[config.mk]
export PLATFORM = sky130hd
export DESIGN_NAME = fred_checkout_sequencer
export DESIGN_NICKNAME = d
export VERILOG_FILES = /design/src/rtl/fred_checkout_sequencer.sv
export SDC_FILE = /design/constraint.sdc
export NUM_CORES = 1
export LEC_CHECK = 0
export BUFFER_PORTS_ARGS = -buffer_cell sky130_fd_sc_hd__buf_2
export CAP_MARGIN = 20
export CORE_MARGIN = 2
export CORE_UTILIZATION = 30
export DETAILED_ROUTE_END_ITERATION = 6
export PLACE_DENSITY = 0.44
export SETUP_SLACK_MARGIN = 0.4
export SYNTH_ARGS = -nofsm -noshare
export SYNTH_HDL_FRONTEND = slang
export SYNTH_SLANG_ARGS = --single-unit
[constraint.sdc]
create_clock -name clk -period 3.5 [get_ports clk]
set_clock_uncertainty 0.05 [all_clocks]
set_input_delay 0.175 -clock clk [delete_from_list [all_inputs] [get_ports clk]]
set_output_delay 0.175 -clock clk [all_outputs]
set_load 0.01 [all_outputs]
[src/rtl/fred_checkout_sequencer.sv]
// Checkout item list: buffers scanned {U,P,C} codes in order and replays them
// to the item-name display decoder with a fixed hold time and a blanking gap.
module fred_checkout_sequencer #(
    parameter int DEPTH       = 8,
    parameter int HOLD_CYCLES = 4,
    parameter int GAP_CYCLES  = 1
) (
    input  logic                       clk,
    input  logic                       reset,
    input  logic                       scan_valid,
    input  logic [2:0]                 scan_code,
    input  logic                       play,
    input  logic                       clear,
    output logic                       U,
    output logic                       P,
    output logic                       C,
    output logic                       disp_en,
    output logic                       busy,
    output logic [$clog2(DEPTH+1)-1:0] count,
    output logic                       full,
    output logic                       reject
);
    localparam int CW   = $clog2(DEPTH + 1);
    localparam int IW   = (DEPTH > 1) ? $clog2(DEPTH) : 1;
    localparam int TMAX = (HOLD_CYCLES > GAP_CYCLES) ? HOLD_CYCLES : GAP_CYCLES;
    localparam int TW   = $clog2(TMAX + 1);
    localparam int GLAST = (GAP_CYCLES > 0) ? GAP_CYCLES - 1 : 0;

    typedef enum logic [1:0] {S_IDLE, S_SHOW, S_GAP} state_t;

    state_t          state_q, state_d;
    logic [CW-1:0]   count_q, count_d;
    logic [IW-1:0]   idx_q, idx_d;
    logic [TW-1:0]   timer_q, timer_d;
    logic [2:0]      upc_q, upc_d;
    logic            disp_en_q, disp_en_d;
    logic            busy_q, busy_d;
    logic            full_q, full_d;
    logic            reject_q, reject_d;
    logic [2:0]      mem_q [DEPTH];

    logic            mem_we;
    logic            accept;
    logic            code_ok;
    logic            last;
    logic [IW-1:0]   nxt_idx;

    always_comb begin
        state_d   = state_q;
        count_d   = count_q;
        idx_d     = idx_q;
        timer_d   = timer_q;
        upc_d     = upc_q;
        disp_en_d = disp_en_q;
        busy_d    = busy_q;
        full_d    = full_q;
        reject_d  = 1'b0;
        mem_we    = 1'b0;
        accept    = 1'b0;
        code_ok   = (scan_code != 3'b010) && (scan_code != 3'b111);
        last      = (CW'(idx_q) == count_q - CW'(1));
        nxt_idx   = idx_q + IW'(1);

        case (state_q)
            S_IDLE: begin
                if (clear) begin
                    count_d = '0;
                    full_d  = 1'b0;
                end else begin
                    accept = scan_valid && code_ok && (count_q < CW'(DEPTH));
                    if (scan_valid && !accept) reject_d = 1'b1;
                    if (accept) begin
                        mem_we  = 1'b1;
                        count_d = count_q + CW'(1);
                        full_d  = (count_d == CW'(DEPTH));
                    end
                    // A scan accepted on the play edge into an empty list is item 0.
                    if (play && (count_d != '0)) begin
                        state_d   = S_SHOW;
                        idx_d     = '0;
                        timer_d   = '0;
                        upc_d     = (count_q == '0) ? scan_code : mem_q[0];
                        disp_en_d = 1'b1;
                        busy_d    = 1'b1;
                    end
                end
            end
            S_SHOW: begin
                reject_d = scan_valid;
                if (timer_q == TW'(HOLD_CYCLES - 1)) begin
                    timer_d = '0;
                    if (last) begin
                        state_d   = S_IDLE;
                        disp_en_d = 1'b0;
                        busy_d    = 1'b0;
                    end else if (GAP_CYCLES > 0) begin
                        state_d   = S_GAP;
                        disp_en_d = 1'b0;
                    end else begin
                        idx_d = nxt_idx;
                        upc_d = mem_q[nxt_idx];
                    end
                end else begin
                    timer_d = timer_q + TW'(1);
                end
            end
            S_GAP: begin
                reject_d = scan_valid;
                if (timer_q == TW'(GLAST)) begin
                    state_d   = S_SHOW;
                    timer_d   = '0;
                    idx_d     = nxt_idx;
                    upc_d     = mem_q[nxt_idx];
                    disp_en_d = 1'b1;
                end else begin
                    timer_d = timer_q + TW'(1);
                end
            end
            default: state_d = S_IDLE;
        endcase
    end

    always_ff @(posedge clk) begin
        if (reset) begin
            state_q   <= S_IDLE;
            count_q   <= '0;
            idx_q     <= '0;
            timer_q   <= '0;
            upc_q     <= 3'b000;
            disp_en_q <= 1'b0;
            busy_q    <= 1'b0;
            full_q    <= 1'b0;
            reject_q  <= 1'b0;
        end else begin
            state_q   <= state_d;
            count_q   <= count_d;
            idx_q     <= idx_d;
            timer_q   <= timer_d;
            upc_q     <= upc_d;
            disp_en_q <= disp_en_d;
            busy_q    <= busy_d;
            full_q    <= full_d;
            reject_q  <= reject_d;
            if (mem_we) mem_q[IW'(count_q)] <= scan_code;
        end
    end

    assign {U, P, C} = upc_q;
    assign disp_en   = disp_en_q;
    assign busy      = busy_q;
    assign count     = count_q;
    assign full      = full_q;
    assign reject    = reject_q;
endmodule

==> impl_metrics.env <==
export IMPL_outcome="finished, final reports clean"
export IMPL_arrival_ps=2650
export IMPL_cts_sinks=43
export IMPL_finalPower_w=0.001272
export IMPL_place_congestion=0.7370
export IMPL_initial_core_util_pct=31.47
export IMPL_grt_usage_pct=13.09
export IMPL_crit_required_ps=3660
export IMPL_vias=1608
export IMPL_hpwlAfterDp_um=3640
export IMPL_drt_total_wl_um=5013
export IMPL_setup_viol=0
export IMPL_grt_pass1_vias=1583
export IMPL_io_buffers=18
export IMPL_hold_violations=0
export IMPL_nets=247
export IMPL_cts_made_buffers=5
export IMPL_synth_edf_count=24
export IMPL_synth_seq_area_share_pct=47.72
export IMPL_worstPathCellList="inv_1 -> ha_1 -> nor3_1 -> mux2i_4 -> a22oi_4 -> nor2_1 -> o31ai_1"
export IMPL_synth_cell_type_count=49
export IMPL_syn_avg_cell_area_um2=10.99
export IMPL_placed_cell_area_um2=2479
export IMPL_antenna_cells=0
export IMPL_area_delta_synth_final_pct=12.31
export IMPL_synth_most_common_cell="edfxtp_1"
export IMPL_peakVddDrop_mv=0.1790
export IMPL_crit_start="count[1]$_SDFFE_PP0P_"
export IMPL_grt_overflow=0
export IMPL_syn_nets=231
export IMPL_critPathBufInv=1
export IMPL_multiInputGateArea_um2=1100
export IMPL_cts_root_buffer="clkbuf_8"
export IMPL_dpl_cell_count=318
export IMPL_reg2reg_from="count[1]$_SDFFE_PP0P_"
export IMPL_synthArstFlopShare_pct=0
export IMPL_fillers=743
export IMPL_tightest_slew_ps=726.5
export IMPL_htreeDepth=2
export IMPL_synthFlopType="edfxtp_1"
export IMPL_crit_type="flop to flop"
export IMPL_cp_max_fo=17
export IMPL_cp_end_kind="flop"
export IMPL_yosysTopAreaCellShare_pct=31.24
export IMPL_slowest_stage="dfxtp_1"
export IMPL_coreArea_um2=7331
export IMPL_postRouteAntennaNets=0
export IMPL_clk_pin_slew_ps=80
export IMPL_cts_setup_buffers=0
export IMPL_die_w_um=91.70
export IMPL_synth_mux_area_share_pct=11.93
export IMPL_finalCritPeriodShare_pct=71.01
export IMPL_synthSimpleGateAreaFrac_pct=13.12
export IMPL_ff2ff_path_depth=7
export IMPL_synth_seq_cells=43
export IMPL_crit_path_end="state_q[1]$_SDFFE_PP0P_"
export IMPL_drive_gt1_share_pct=18.06
export IMPL_min_delay_path_class="input port to flop"
export IMPL_synth_common_cells="24 x edfxtp_1, 19 x dfxtp_1, 17 x nor2_1, 15 x nand2_1, 14 x inv_1"
export IMPL_firstDrtPassIters=4
export IMPL_synth_top_cell_by_area="edfxtp_1"
export IMPL_r2r_slack_ps=1010
export IMPL_leakage_nw=0.9260
export IMPL_floorplan_rows=31
export IMPL_max_cap_viol_count=0
export IMPL_dieArea_um2=8408
export IMPL_grt_start_max_net_pins=18
export IMPL_layout_cells_non_filler=326
export IMPL_seq_area_um2=1101
export IMPL_cts_buffer_depth=2
export IMPL_yosys_warnings=0
export IMPL_fmax_mhz=402.4
export IMPL_drtIter0Drc=91
export IMPL_synth_compound_area_share_pct=13.29
export IMPL_synth_cells=210
export IMPL_setup_tns_ps=0
export IMPL_drc=0
export IMPL_grt_pass1_wl_um=8514
export IMPL_synth_area_top_cells="edfxtp_1 31%, dfxtp_1 16%, ha_1 7.0%"
export IMPL_synth_top_family_by_area="compound AO/OA/AOI/OAI gates"
export IMPL_wl_per_cell_um=15.38
export IMPL_stdcell_area_um2=2591
export IMPL_period_minus_slack_ps=2485
export IMPL_max_stage_delay_ps=600
export IMPL_synth_adder_area_share_pct=7.050
export IMPL_final_max_slew_viol_count=0
export IMPL_powerDensity_nw_per_um2=490.7
export IMPL_synth_area_um2=2307
export IMPL_cts_hold_buf=0
export IMPL_worstSetupPathDepth=7
export IMPL_rsz0062_at_grt="false"
export IMPL_ctsResizeCount=0
export IMPL_cts_tree="yes"
export IMPL_slew_headroom_pct=51.05
export IMPL_path_delay_family="compound AO/OA/AOI/OAI gates"
export IMPL_grt_antenna_before_repair=0
export IMPL_die_y_um=91.70
export IMPL_pin_count=19
export IMPL_vias_per_cell=4.933
export IMPL_r2r_end="state_q[1]$_SDFFE_PP0P_"
export IMPL_critPathLaunchType="flop"
export IMPL_insertion_delay_ps=290
export IMPL_synth_xor_area_share_pct=2.278
==> cell families after synthesis <==
kind of cell / Yosys count
adders and majority gates: 13
buffers and inverters: 25
and+or+nand+nor: 61
AOI/OAI and AO/OA: 44
DFF: 43
xor gates and xnor gates: 6
muxes: 18
==> flip-flops by register name, summed over array words and instances, names as in the netlist, 2 cells and up <==
register,count
idx_q,3
count,4
timer_q,3
mem_q,24
state_q,2
upc_q,3
==> per-layer routing <==
layer / track usage [%] / vias to the layer above / routed length, um / share of wire (%)
li1: - / 813 / - / -
met1: 19.48 / 756 / 2559 / 51
met2: 18.93 / 35 / 2234 / 45
met3: 2.876 / 4 / 177 / 3.5
met4: 4.104 / 0 / 42 / 0.84
met5: 0 / - / 0 / 0
==> area by class of cell <==
cell class / instances / share of cell area [%]
Multi-Input combinational cell: 142 / 42.44
Inverter: 15 / 2.173
Sequential cell: 43 / 42.49
Clock buffer: 5 / 2.656
Tap cell: 99 / 4.780
Timing Repair Buffer: 19 / 3.766
Clock inverter: 3 / 1.690
==> worst min path at each step <==
stage	startpoint	endpoint	slack, ps	cells past startpoint
after floorplan	clear	count[3]$_SDFFE_PP0P_	220	1
after global placement	busy$_SDFFE_PP0P_	busy$_SDFFE_PP0P_	390	2
after detailed placement	scan_valid	reject$_SDFF_PP0_	410	3
after CTS	scan_valid	reject$_SDFF_PP0_	80	3
after global routing	scan_valid	reject$_SDFF_PP0_	100	3
final	clear	count[3]$_SDFFE_PP0P_	100	2
==> metrics by stage <==
stage	hold slack (ps)	setup slack, ps	util, %
after floorplan	221.4	1472	-
after global placement	393.2	1063	33.81
after detailed placement	408.2	1049	33.81
after CTS	81.77	1034	35.35
after global routing	101.3	861.3	35.35
final	96.88	1015	35.35
==> cell usage in the layout, fill, tap and decap left out, drive strengths merged, types with 4 or more instances in the layout <==
cell | Yosys | layout
dfxtp | 19 | 19
nor3 | 4 | 4
o41ai | 4 | 4
ha | 13 | 13
mux4 | 6 | 6
o211ai | 4 | 4
inv | 15 | 15
a21oi | 6 | 6
nor2 | 17 | 17
o21ai | 16 | 16
mux2i | 9 | 9
edfxtp | 24 | 24
buf | 4 | 19
xnor2 | 4 | 4
clkbuf | 6 | 5
nand4 | 5 | 5
nand2 | 15 | 15
==> where the power goes <==
part	leakage (nW)	switching [W]	internal (W)
sequential	0.370	0.0000175	0.000559
combinational	0.498	0.000193	0.000112
clock	0.0581	0.000178	0.000213
Power figures use the tool's default switching activity.
